===== src/rtl/wb_ctrl.sv =====
// Write-back controller: arbitrates ALU and load results onto the single
// register-file write port, holds one deferred ALU result in a skid buffer
// and tracks outstanding destination writes for the issue stage.
module wb_ctrl #(
  parameter int DW           = 32,
  parameter int AW           = 4,
  parameter int STARVE_LIMIT = 4
) (
  input  logic                 clk,
  input  logic                 rst_n,
  input  logic                 alu_valid,
  output logic                 alu_ready,
  input  logic [AW-1:0]        alu_rd,
  input  logic [DW-1:0]        alu_data,
  input  logic                 ld_valid,
  output logic                 ld_ready,
  input  logic [AW-1:0]        ld_rd,
  input  logic [DW-1:0]        ld_data,
  input  logic                 iss_valid,
  input  logic [AW-1:0]        iss_rd,
  output logic                 iss_stall,
  output logic [(1<<AW)-1:0]   pending,
  output logic                 wr_en,
  output logic [AW-1:0]        wr_ad,
  output logic [DW-1:0]        wr_data
);

  localparam int NR = 1 << AW;
  localparam int CW = 4;
  localparam logic [CW-1:0] LIMIT = CW'(STARVE_LIMIT);

  typedef enum logic [1:0] {SRC_NONE, SRC_SKID, SRC_LD, SRC_ALU} src_t;

  logic          skid_full;
  logic [AW-1:0] skid_rd;
  logic [DW-1:0] skid_data;
  logic [CW-1:0] starve_cnt;

  src_t          src;
  logic          starved;
  logic          alu_to_skid;
  logic [AW-1:0] sel_rd;
  logic [DW-1:0] sel_data;
  logic [NR-1:0] clr_mask;
  logic [NR-1:0] set_mask;

  assign starved     = skid_full && (starve_cnt == LIMIT);
  assign ld_ready    = !starved;
  assign alu_ready   = !skid_full || (src == SRC_SKID);
  // An accepted ALU result that does not go straight to the port is parked.
  assign alu_to_skid = alu_valid && alu_ready && (src != SRC_ALU);
  assign iss_stall   = iss_valid && pending[iss_rd];

  // Pick this cycle's write source in fixed priority and mux its payload.
  always_comb begin
    // NOTE: every combinationally assigned signal gets a default first so no latch is inferred.
    src      = SRC_NONE;
    sel_rd   = '0;
    sel_data = '0;
    if (starved)        src = SRC_SKID;
    else if (ld_valid)  src = SRC_LD;
    else if (skid_full) src = SRC_SKID;
    else if (alu_valid) src = SRC_ALU;
    case (src)
      SRC_SKID: begin sel_rd = skid_rd; sel_data = skid_data; end
      SRC_LD:   begin sel_rd = ld_rd;   sel_data = ld_data;   end
      SRC_ALU:  begin sel_rd = alu_rd;  sel_data = alu_data;  end
      default:  ;
    endcase
  end

  // Scoreboard masks: clear on the write being registered, set on accepted claim.
  always_comb begin
    clr_mask = '0;
    set_mask = '0;
    if (src != SRC_NONE)         clr_mask = NR'(1) << sel_rd;
    if (iss_valid && !iss_stall) set_mask = NR'(1) << iss_rd;
  end

  // Registered write port; address and data hold while idle.
  always_ff @(posedge clk or negedge rst_n) begin
    if (!rst_n) begin
      // NOTE: non-blocking assignments for all state so every register samples pre-edge values.
      wr_en   <= 1'b0;
      wr_ad   <= '0;
      wr_data <= '0;
    end else begin
      wr_en <= (src != SRC_NONE);
      if (src != SRC_NONE) begin
        wr_ad   <= sel_rd;
        wr_data <= sel_data;
      end
    end
  end

  // One-entry skid buffer: refill wins over drain in the same cycle.
  always_ff @(posedge clk or negedge rst_n) begin
    if (!rst_n) begin
      skid_full <= 1'b0;
      skid_rd   <= '0;
      skid_data <= '0;
    end else if (alu_to_skid) begin
      skid_full <= 1'b1;
      skid_rd   <= alu_rd;
      skid_data <= alu_data;
    end else if (src == SRC_SKID) begin
      skid_full <= 1'b0;
    end
  end

  // Count cycles the held result loses; clear on drain, saturate at the limit.
  always_ff @(posedge clk or negedge rst_n) begin
    if (!rst_n)                                   starve_cnt <= '0;
    else if (src == SRC_SKID)                     starve_cnt <= '0;
    else if (skid_full && starve_cnt != LIMIT)    starve_cnt <= starve_cnt + 1'b1;
  end

  // Pending-write scoreboard; a new claim overrides a same-edge clear.
  always_ff @(posedge clk or negedge rst_n) begin
    if (!rst_n) pending <= '0;
    else        pending <= (pending & ~clr_mask) | set_mask;
  end

endmodule


===== config.mk =====
export PLATFORM = sky130hd
export DESIGN_NAME = wb_ctrl
export DESIGN_NICKNAME = d
export VERILOG_FILES = /design/src/rtl/wb_ctrl.sv
export SDC_FILE = /design/constraint.sdc
export NUM_CORES = 1
export LEC_CHECK = 0
export CAP_MARGIN = 20
export CORE_ASPECT_RATIO = 0.7
export CORE_UTILIZATION = 40
export CTS_CLUSTER_DIAMETER = 200
export DETAILED_ROUTE_END_ITERATION = 10
export PLACE_DENSITY = 0.74
export SLEW_MARGIN = 10
export SYNTH_ARGS = -nofsm -noshare
export SYNTH_HDL_FRONTEND = slang
export SYNTH_SLANG_ARGS = --single-unit

===== constraint.sdc =====
create_clock -name clk -period 2.3 [get_ports clk]
set_clock_uncertainty 0.1 [all_clocks]
set_input_delay 0.345 -clock clk [delete_from_list [all_inputs] [get_ports clk]]
set_output_delay 0.345 -clock clk [all_outputs]
set_load 0.005 [all_outputs]

# After elaboration in Yosys (flattened, before gate mapping)
# Cells that the tools add are included.
totals:
  reg_bits: 94
  elab_cells: 48
classes:
  bitwise_logic: 3
  mux: 14
  magnitude_cmp: 1
  shift: 2
  reduce_logical: 13
  addsub: 1
  n_eq_ne: 6
op_table:
  columns: ["cell", "count"]
  rows:
  - ["$pmux 32 s3", 1]
  - ["$mux 16", 2]
  - ["$shl 1x4->16 const A", 2]
  - ["$and 16x16->16", 1]
  - ["$not 16->16", 1]
  - ["$or 16x16->16", 1]
  - ["$pmux 4 s3", 1]
  - ["$mux 2", 4]
  - ["$mux 4", 2]
  - ["$logic_and 1x1->1", 6]
  - ["$reduce_bool 2->1", 3]
  - ["$lt 4x5->1 const B", 1]
  - ["$add 4x1->4 const B", 1]
  - ["$bmux 1 s4", 1]
  - ["$eq 2x2->1 const B", 2]
  - ["$eq 4x3->1 const B", 1]
  - ["$ne 4x3->1 const B", 1]
  - ["$logic_not 1->1", 3]
  - ["$mux 1", 3]
  - ["$eq 2x1->1 const B", 1]
  - ["$ne 2x2->1 const B", 1]
  - ["$logic_or 1x1->1", 1]

# Longest topological paths before layout
# Gate-level depths: netlist of the first run.
logic_depth:
  word_depth: 11
  depth_mapped: 9

# Worst setup path before layout of the first run
# OpenSTA, ideal clock, no wires.
synth_path:
  path_kind: "input to output"
  startpoint: "input port iss_rd[0]"
  endpoint: "output port iss_stall"
  path_slack_ns: 0.044
  path_buffers: 1
  arrival_time_ns: 1.811
  cell_stages: 4
  required_ns: 1.855
  cell_sequence: "clkbuf_1 > mux4_2 > mux4_2 > and2_1"
synth_via:
  elab_chain_cells: 3
synth_rtl:
  columns: ["item", "line_no", "rtl"]
  rows:
  - ["from (decl)", "20", "input logic [AW-1:0] iss_rd,"]
  - ["$bmux 1 s4", "52", "assign iss_stall = iss_valid && pending[iss_rd];"]
  - ["$mux 1 (implied by the code)", "52", null]
  - ["$logic_and 1x1->1", "52", null]
  - ["to (decl)", "21", "output logic iss_stall,"]
# No other way between the ends. The select of a mux whose other input is x is not followed.

# Worst setup path in the final report of the first run
layout_path:
  startpoint: "register pending[14]"
  endpoint: "output port iss_stall"
layout_via:
  elab_chain_cells: 3
layout_rtl:
  columns: ["item", "line_no", "rtl"]
  rows:
  - ["from (decl)", "22", "output logic [(1<<AW)-1:0] pending,"]
  - ["from (signal assigned)", "121", "else pending <= (pending & ~clr_mask) | set_mask;"]
  - ["$bmux 1 s4", "52", null]
  - ["$mux 1 (implied by the code)", "52", null]
  - ["$logic_and 1x1->1", "52", null]
# No other way between the ends. The select of a mux whose other input is x is not followed.

==> metrics.csv, run 1 <==
stage,metric,value,unit
sta,min_period,2420,ps
setup_path,start_kind,flop,
synthesis,syn_inst,352,
sta,hold_violations,0,
sta,fmax,412,MHz
synthesis,synth_edf_count,0,
synthesis,synth_top_area_cell,dfrtp_1,
setup_path,critPathSlowestCell,mux4_2,
drt,ant_nets,0,
floorplanning,start_util,41.1,%
setup_path,worst-path-max-fanout,2,
clocking,cts_sinks,94,
sta,rsz0062_at_grt,yes,
sta,final.period_utilization,105,%
global_routing,grt_pass1_wl,19800,um
sta,finalMaxSlewViolations,0,
finish,synthToLayoutAreaGrowth,53.0,%
setup_path,path_cells,mux4_2 > mux4_2 > and2_1 > buf_2,
setup_path,critPathBufInv,1,
synthesis,dominantRegCellSynth,dfrtp_1,
finish,drive_gt1_share,24.7,%
synthesis,syn_avg_cell_area,12.0,um^2
drt,drt-initial-drc-count,299,
setup_path,cp.required,1860,ps
finish,nets,604,
finish,diodes,0,
synthesis,ys_async_sr_fraction,100,%
floorplanning,die_h,88.1,um
drt,drt-wirelength-per-cell,19.3,um
sta,max-slew-margin-rel,72.1,%
floorplanning,dieArea,11000,um^2
placement,portBuffers,136,
setup_path,arrival,1980,ps
clocking,numCtsBuffers,9,
synthesis,yosys_register_bits,94,
setup_path,cpPeakStageDelay,490,ps
setup_path,crit_type,reg2out,
clocking,cts_tree,yes,
job,maxCapViolCount,0,
synthesis,synth.top_cell.area_share,55.5,%
drt,viasPerCell,5.69,
sta,worst_slack,-124,ps
power_and_ir_drop,ir_drop,0.452,mV
global_routing,grt-ovfl-total,0,
setup_path,cp_top_family,multiplexers,
sta,tightest_slew,418,ps
power_and_ir_drop,p_leak,0.00270,uW
placement,pre_cts_ws,-796,ps
placement,gp_congestion,0.908,
clocking,clockBufferDepth,2,
synthesis,synth_seq_area_share,55.5,%
global_routing,antenna_found_initial,0,
synthesis,yosysWarningCount,0,
outcome,status,"complete, but fails checks",
clocking,cts_root_buf,clkbuf_16,
clocking,clk_pin_slew,60,ps
power_and_ir_drop,power.density,944,nW/um^2
floorplanning,num_rows,31,
setup_path,end_kind,output pin,
outcome,violations,"DRC, setup timing",
synthesis,syn-num-nets,435,
drt,vias,3741,
synthesis,synth_area,4240,um^2
power_and_ir_drop,p_total,6120,uW
setup_path,crit_path_frequent_cell,mux4_2,
synthesis,yosys-top-cells-count,"94 x dfrtp_1, 36 x mux2_2, 35 x nor2_1",
global_routing,grt_use_total,23.2,%
sta,finalSetupViolCount,1,
sta,timing.hold.ws,371,ps
floorplanning,die_w,125,um
floorplanning,coreArea,10300,um^2
placement,dp_hpwl,8820,um
drt,routed_wl,12700,um
drt,drc,14,
synthesis,synth.most_common_cell,dfrtp_1,
finish,num-fill-cells,805,
min_path,hp-class,in2async,
synthesis,ys_types,46,
drt,firstDrtPassIters,10,
synthesis,ys_top_cells_by_area,"dfrtp_1 56%, mux2_2 9.6%, a222oi_1 7.6%",
clocking,clock_latency,330,ps
floorplanning,ios,137,
global_routing,grt_pass1_vias,3883,
clocking,cts_max_level,3,
global_routing,grt_max_degree,42,
state kept, by name, summed over array words and instances, names as in the netlist:
| name | flops |
|---|---|
| skid_data | 32 |
| skid_rd | 4 |
| wr_ad | 4 |
| skid_full | 1 |
| starve_cnt | 4 |
| pending | 16 |
| wr_data | 32 |
| wr_en | 1 |
worst paths after layout:
kind / startpoint / to / slack (ps) / depth (start not counted)
min in group clk: skid_data[29]$_DFFE_PN0P_ / skid_data[29]$_DFFE_PN0P_ / 410 / 1
worst min-delay path: rst_n / wr_data[8]$_DFFE_PN0P_ / 370 / 2
worst max-delay path: pending[14]$_DFF_PN0_ / iss_stall / -120 / 4
max in group asynchronous: rst_n / skid_data[2]$_DFFE_PN0P_ / 1010 / 3
worst min register to register: skid_data[29]$_DFFE_PN0P_ / skid_data[29]$_DFFE_PN0P_ / 410 / 1
worst max register to register: starve_cnt[0]$_DFFE_PN0P_ / pending[0]$_DFF_PN0_ / 50 / 9
metrics by stage:
stage	cell area (um^2)	util (%)	TNS [ps]	instances
after floorplan	4240	-	0	352
after global placement	6030	58.4	-2060	633
after detailed placement	6030	58.4	-2720	633
after CTS	6380	61.9	-124	654
after global routing	6480	62.8	-250	658
final	6480	62.8	-124	658
power by group:
part           switching, uW  total [uW]  internal [uW]
Sequential               274        2370           2090
Clock                    617        1580            962
Combinational            844        2170           1330
per-layer routing:
layer	up-vias	part of all wire (%)	routed length (um)	track usage (%)
met2	145	46	5830	37.6
met4	0	1.8	224	7.32
li1	1705	-	-	-
met5	-	0	0	0
met1	1874	46	5870	31.4
met3	17	6.0	755	5.44
logic make-up (layout without fill, tap and decap cells):
family	Yosys count	count (layout)	share of synthesized area [%]
compound gates	116	116	20.3
buf+inv	34	208	3.37
flops	94	94	55.5
simple gates	62	62	7.35
fa+ha+maj	2	2	0.591
mux	42	42	12.5
xor+xnor	2	2	0.414
layout by cell type (no fill, tap or decap), types with 4 or more instances in the layout:
master | netlist | routed
o21ai_0 | 15 | 15
mux4_2 | 5 | 5
nor2_1 | 35 | 35
and2_1 | 4 | 4
mux2_2 | 36 | 36
o21ai_1 | 4 | 4
o41ai_2 | 0 | 4
clkbuf_8 | 0 | 4
nand2_1 | 8 | 7
dfrtp_1 | 94 | 94
clkbuf_16 | 0 | 9
buf_4 | 0 | 43
clkdlybuf4s50_1 | 0 | 131
a21oi_1 | 33 | 33
buf_12 | 0 | 5
o31ai_1 | 8 | 8
inv_1 | 6 | 4
a222oi_1 | 32 | 32
cell type report:
class	instances	area, um^2	area share, %
flip-flops and latches	94	2350	36.3
multi-input cells	224	1820	28.1
repair buffers	186	1800	27.8
clock buffers	14	284	4.38
well taps	132	165	2.55
clock inverters	2	37.5	0.579
inverters	6	22.5	0.347
what timing repair did:
item                                    in CTS  in global routing
resized for setup                           11                 15
pin swaps                                    3                  6
setup buffers                                4                  4
endpoints found under the hold margin       25                  0
hold buffers                                 1                  0
endpoints found under the setup margin       7                 13
Power figures use the tool's default switching activity.
==> run 2, diff against run 1 <==
--- a/config.mk
+++ b/config.mk
@@ -10,7 +10,7 @@
 export CORE_UTILIZATION = 40
 export CTS_CLUSTER_DIAMETER = 200
 export DETAILED_ROUTE_END_ITERATION = 10
-export PLACE_DENSITY = 0.74
+export PLACE_DENSITY = 0.71
 export SLEW_MARGIN = 10
 export SYNTH_ARGS = -nofsm -noshare
 export SYNTH_HDL_FRONTEND = slang
==> constraint.sdc (replaced) <==
create_clock -name clk -period 3 [get_ports clk]
set_clock_uncertainty 0.1 [all_clocks]
set_input_delay 0.45 -clock clk [delete_from_list [all_inputs] [get_ports clk]]
set_output_delay 0.45 -clock clk [all_outputs]
set_load 0.005 [all_outputs]
==> run 2 against run 1 <==
Effect of this change: the flow finishes with violations (DRC); sequential power shrank 22%; setup slack gained 210 ps; die area is the same; sequential share of layout area grew 2.2 points; flip-flop and latch count is the same; core utilization shrank 3.6 points; critical path depth grew 1; via count shrank 4.3%; register-to-register slack gained 490 ps; highest routed layer unchanged.
==> metrics.csv, run 2 (synthesis gave the netlist of run 1 again) <==
stage,metric,value,unit,change
outcome,status,"complete, but fails checks",,unchanged
outcome,violations,DRC,,"was DRC, setup timing"
setup_path,critPathLaunch,iss_rd[0],,was pending[14]$_DFF_PN0_
drt,routed_wl,11500,um,was 12700 um
setup_path,crit_type,in2out,,was reg2out
sta,final.period_utilization,97.1,%,
drt,ant_nets,0,,unchanged
sta,tns,0,ps,was -124 ps
clocking,clockBufferDepth,2,,unchanged
sta,rsz0062_at_grt,no,,was yes
clocking,clock_latency,340,ps,was 330 ps
drt,viasPerCell,5.76,,was 5.69
clocking,cts_root_buf,clkbuf_16,,unchanged
sta,timing.hold.ws,6.57,ps,was 371 ps
global_routing,grt_pass1_vias,3446,,was 3883
power_and_ir_drop,netSwitchingFraction,28.7,%,was 28.4%
global_routing,grt_use_total,21.6,%,was 23.2%
sta,fmax,343,MHz,
power_and_ir_drop,p_int,3160,uW,was 4390 uW
setup_path,start_kind,input pin,,was flop
global_routing,global_route.usage.met2,32.3,%,was 37.6%
placement,dp.cells,606,,was 633
global_routing,use_met1,29.7,%,was 31.4%
sta,max-slew-margin-rel,54.3,%,was 72.1%
setup_path,r2r-start,starve_cnt[0]$_DFFE_PN0P_,,unchanged
placement,pre_cts_ws,-316,ps,was -796 ps
global_routing,grt_pass1_wl,18200,um,was 19800 um
global_routing,grt_max_degree,70,,was 42
sta,finalSetupViolCount,0,,was 1
global_routing,antenna_found_initial,0,,unchanged
drt,vias,3581,,was 3741
power_and_ir_drop,power.density,725,nW/um^2,was 944 nW/um^2
finish,layout_commonest_cell,clkdlybuf4s50_1,,unchanged
setup_path,reg2reg_slack,540,ps,was 50 ps
power_and_ir_drop,clockPowerShare,27.6,%,was 25.8%
global_routing,grt-ovfl-total,0,,unchanged
finish,nets,568,,was 604
setup_path,cp.required,2450,ps,was 1860 ps
drt,drc,14,,unchanged
placement,dp_hpwl,8030,um,was 8820 um
power_and_ir_drop,ir_drop,0.298,mV,was 0.452 mV
setup_path,arrival,2360,ps,was 1980 ps
power_and_ir_drop,power.share.sequential,41.9,%,was 38.7%
global_routing,use_met3,7.70,%,was 5.44%
clocking,cts_hold_repair.buffers,0,,was 1
floorplanning,coreArea,10300,um^2,unchanged
clocking,cts_tree,yes,,unchanged
drt,drt-initial-drc-count,305,,was 299
power_and_ir_drop,p_sw,1270,uW,was 1740 uW
floorplanning,start_util,41.1,%,unchanged
job,maxCapViolCount,0,,unchanged
finish,drive_gt1_share,16.9,%,was 24.7%
finish,diodes,0,,unchanged
placement,portBuffers,136,,unchanged
setup_path,worst-path-max-fanout,5,,was 2
setup_path,cp-endpoint,iss_stall,,unchanged
floorplanning,ios,137,,unchanged
setup_path,rr_worst_depth,7,,was 9
placement,gp_congestion,0.900,,was 0.908
global_routing,top_usage_layer,met2,,unchanged
floorplanning,num_rows,31,,unchanged
clocking,numCtsBuffers,9,,unchanged
power_and_ir_drop,p_total,4430,uW,was 6120 uW
setup_path,end_kind,output pin,,unchanged
floorplanning,die_h,88.1,um,unchanged
floorplanning,dieArea,11000,um^2,unchanged
finish,layout_common_cells,"133 x clkdlybuf4s50_1, 94 x dfrtp_1, 36 x mux2_2, 35 x nor2_1, 33 x a21oi_1",,"was 131 x clkdlybuf4s50_1, 94 x dfrtp_1, 43 x buf_4, 36 x mux2_2, 35 x nor2_1"
sta,hold_violations,0,,unchanged
sta,min_period,2910,ps,
finish,reg.largest.list,"skid_data x32, wr_data x32, pending x16",,unchanged
finish,instances_no_fill,622,,was 658
clocking,clk_pin_slew,70,ps,was 60 ps
clocking,cts_sinks,94,,unchanged
sta,worst_slack,85.8,ps,was -124 ps
power_and_ir_drop,combinationalPowerShare,30.5,%,was 35.5%
sta,tightest_slew,685,ps,was 418 ps
drt,firstDrtPassIters,9,,was 10
setup_path,r2r_end,pending[0]$_DFF_PN0_,,unchanged
min_path,hp-class,in2async,,unchanged
finish,synthToLayoutAreaGrowth,44.2,%,was 53.0%
floorplanning,die_w,125,um,unchanged
clocking,cts_max_level,3,,unchanged
power_and_ir_drop,p_leak,0.00248,uW,was 0.00270 uW
drt,drt-wirelength-per-cell,18.5,um,was 19.3 um
sta,finalMaxSlewViolations,0,,unchanged
finish,num-fill-cells,859,,was 805
-- run 2: cell types whose count changed in the layout (fill, tap and decap cells not counted), sizes merged --
cell,delta
buf,-36
bufinv,+1
clkbuf,-5
clkdlybuf4s50,+2
clkinv,+1
clkinvlp,+2
dlygate4sd2,-1
dlygate4sd3,-1
inv,+1
-- run 2: power by group through the flow --
| stage | Combinational [uW] | Sequential (uW) | Clock, uW |
|---|---|---|---|
| 6_report | 1350 | 1860 | 1220 |
| 5_1_grt | 1460 | 1890 | 1310 |
| 4_1_cts | 1360 | 1850 | 1250 |
| 3_5_place_dp | 1360 | 1860 | 0 |
| 3_3_place_gp | 1320 | 1860 | 0 |
| 2_1_floorplan | 605 | 1820 | 0 |
-- run 2: through the flow --
step                      util, %  instance area [um^2]
after global placement       56.1                  5790
after floorplan                 -                  4240
final                        59.2                  6110
after detailed placement     56.1                  5790
after CTS                    59.2                  6110
after global routing         59.2                  6110
-- run 2: final cells by class --
| cell class | count | area [um^2] | area share (%) |
|---|---|---|---|
| inverter | 6 | 22.5 | 0.369 |
| multi-input combinational | 224 | 1760 | 28.8 |
| timing repair buffer | 150 | 1490 | 24.4 |
| clock inverter | 7 | 96.3 | 1.58 |
| tap | 132 | 165 | 2.70 |
| sequential | 94 | 2350 | 38.5 |
| clock buffer | 9 | 225 | 3.69 |
-- run 2: metal layers --
metal,wire length (um),vias up
met1,5400,1768
met2,5030,165
met5,0,-
met4,104,0
met3,959,12
li1,-,1636
-- run 2: worst max-delay path, cell delays in order --
cell             delay, ps
clkdlybuf4s15_2        290
mux4_2                 550
mux4_2                 480
and2_1                 170
clkdlybuf4s50_1        440
-- run 2: worst min-delay path by stage --
stage	start	end	slack, ps	depth (start not counted)
after CTS	rst_n	wr_data[6]$_DFFE_PN0P_	30	1
after global placement	skid_rd[2]$_DFFE_PN0P_	skid_rd[2]$_DFFE_PN0P_	380	1
after detailed placement	wr_ad[3]$_DFFE_PN0P_	wr_ad[3]$_DFFE_PN0P_	390	1
final	rst_n	wr_data[6]$_DFFE_PN0P_	7	1
after floorplan	rst_n	pending[0]$_DFF_PN0_	50	0
after global routing	rst_n	wr_data[6]$_DFFE_PN0P_	50	1
-- run 2: repair_timing --
action                     in CTS  in global routing
buffers inserted                0                  0
setup endpoints to repair       1                  0
gates resized for setup         4                  0
==> run 3, diff against run 2 <==
--- a/config.mk
+++ b/config.mk
@@ -9,6 +9,7 @@
 export CORE_ASPECT_RATIO = 0.7
 export CORE_UTILIZATION = 40
 export CTS_CLUSTER_DIAMETER = 200
+export CTS_CLUSTER_SIZE = 24
 export DETAILED_ROUTE_END_ITERATION = 10
 export PLACE_DENSITY = 0.71
 export SLEW_MARGIN = 10
==> results of run 3 <==
Final layout, timing and power as in run 2 (identical DEF).
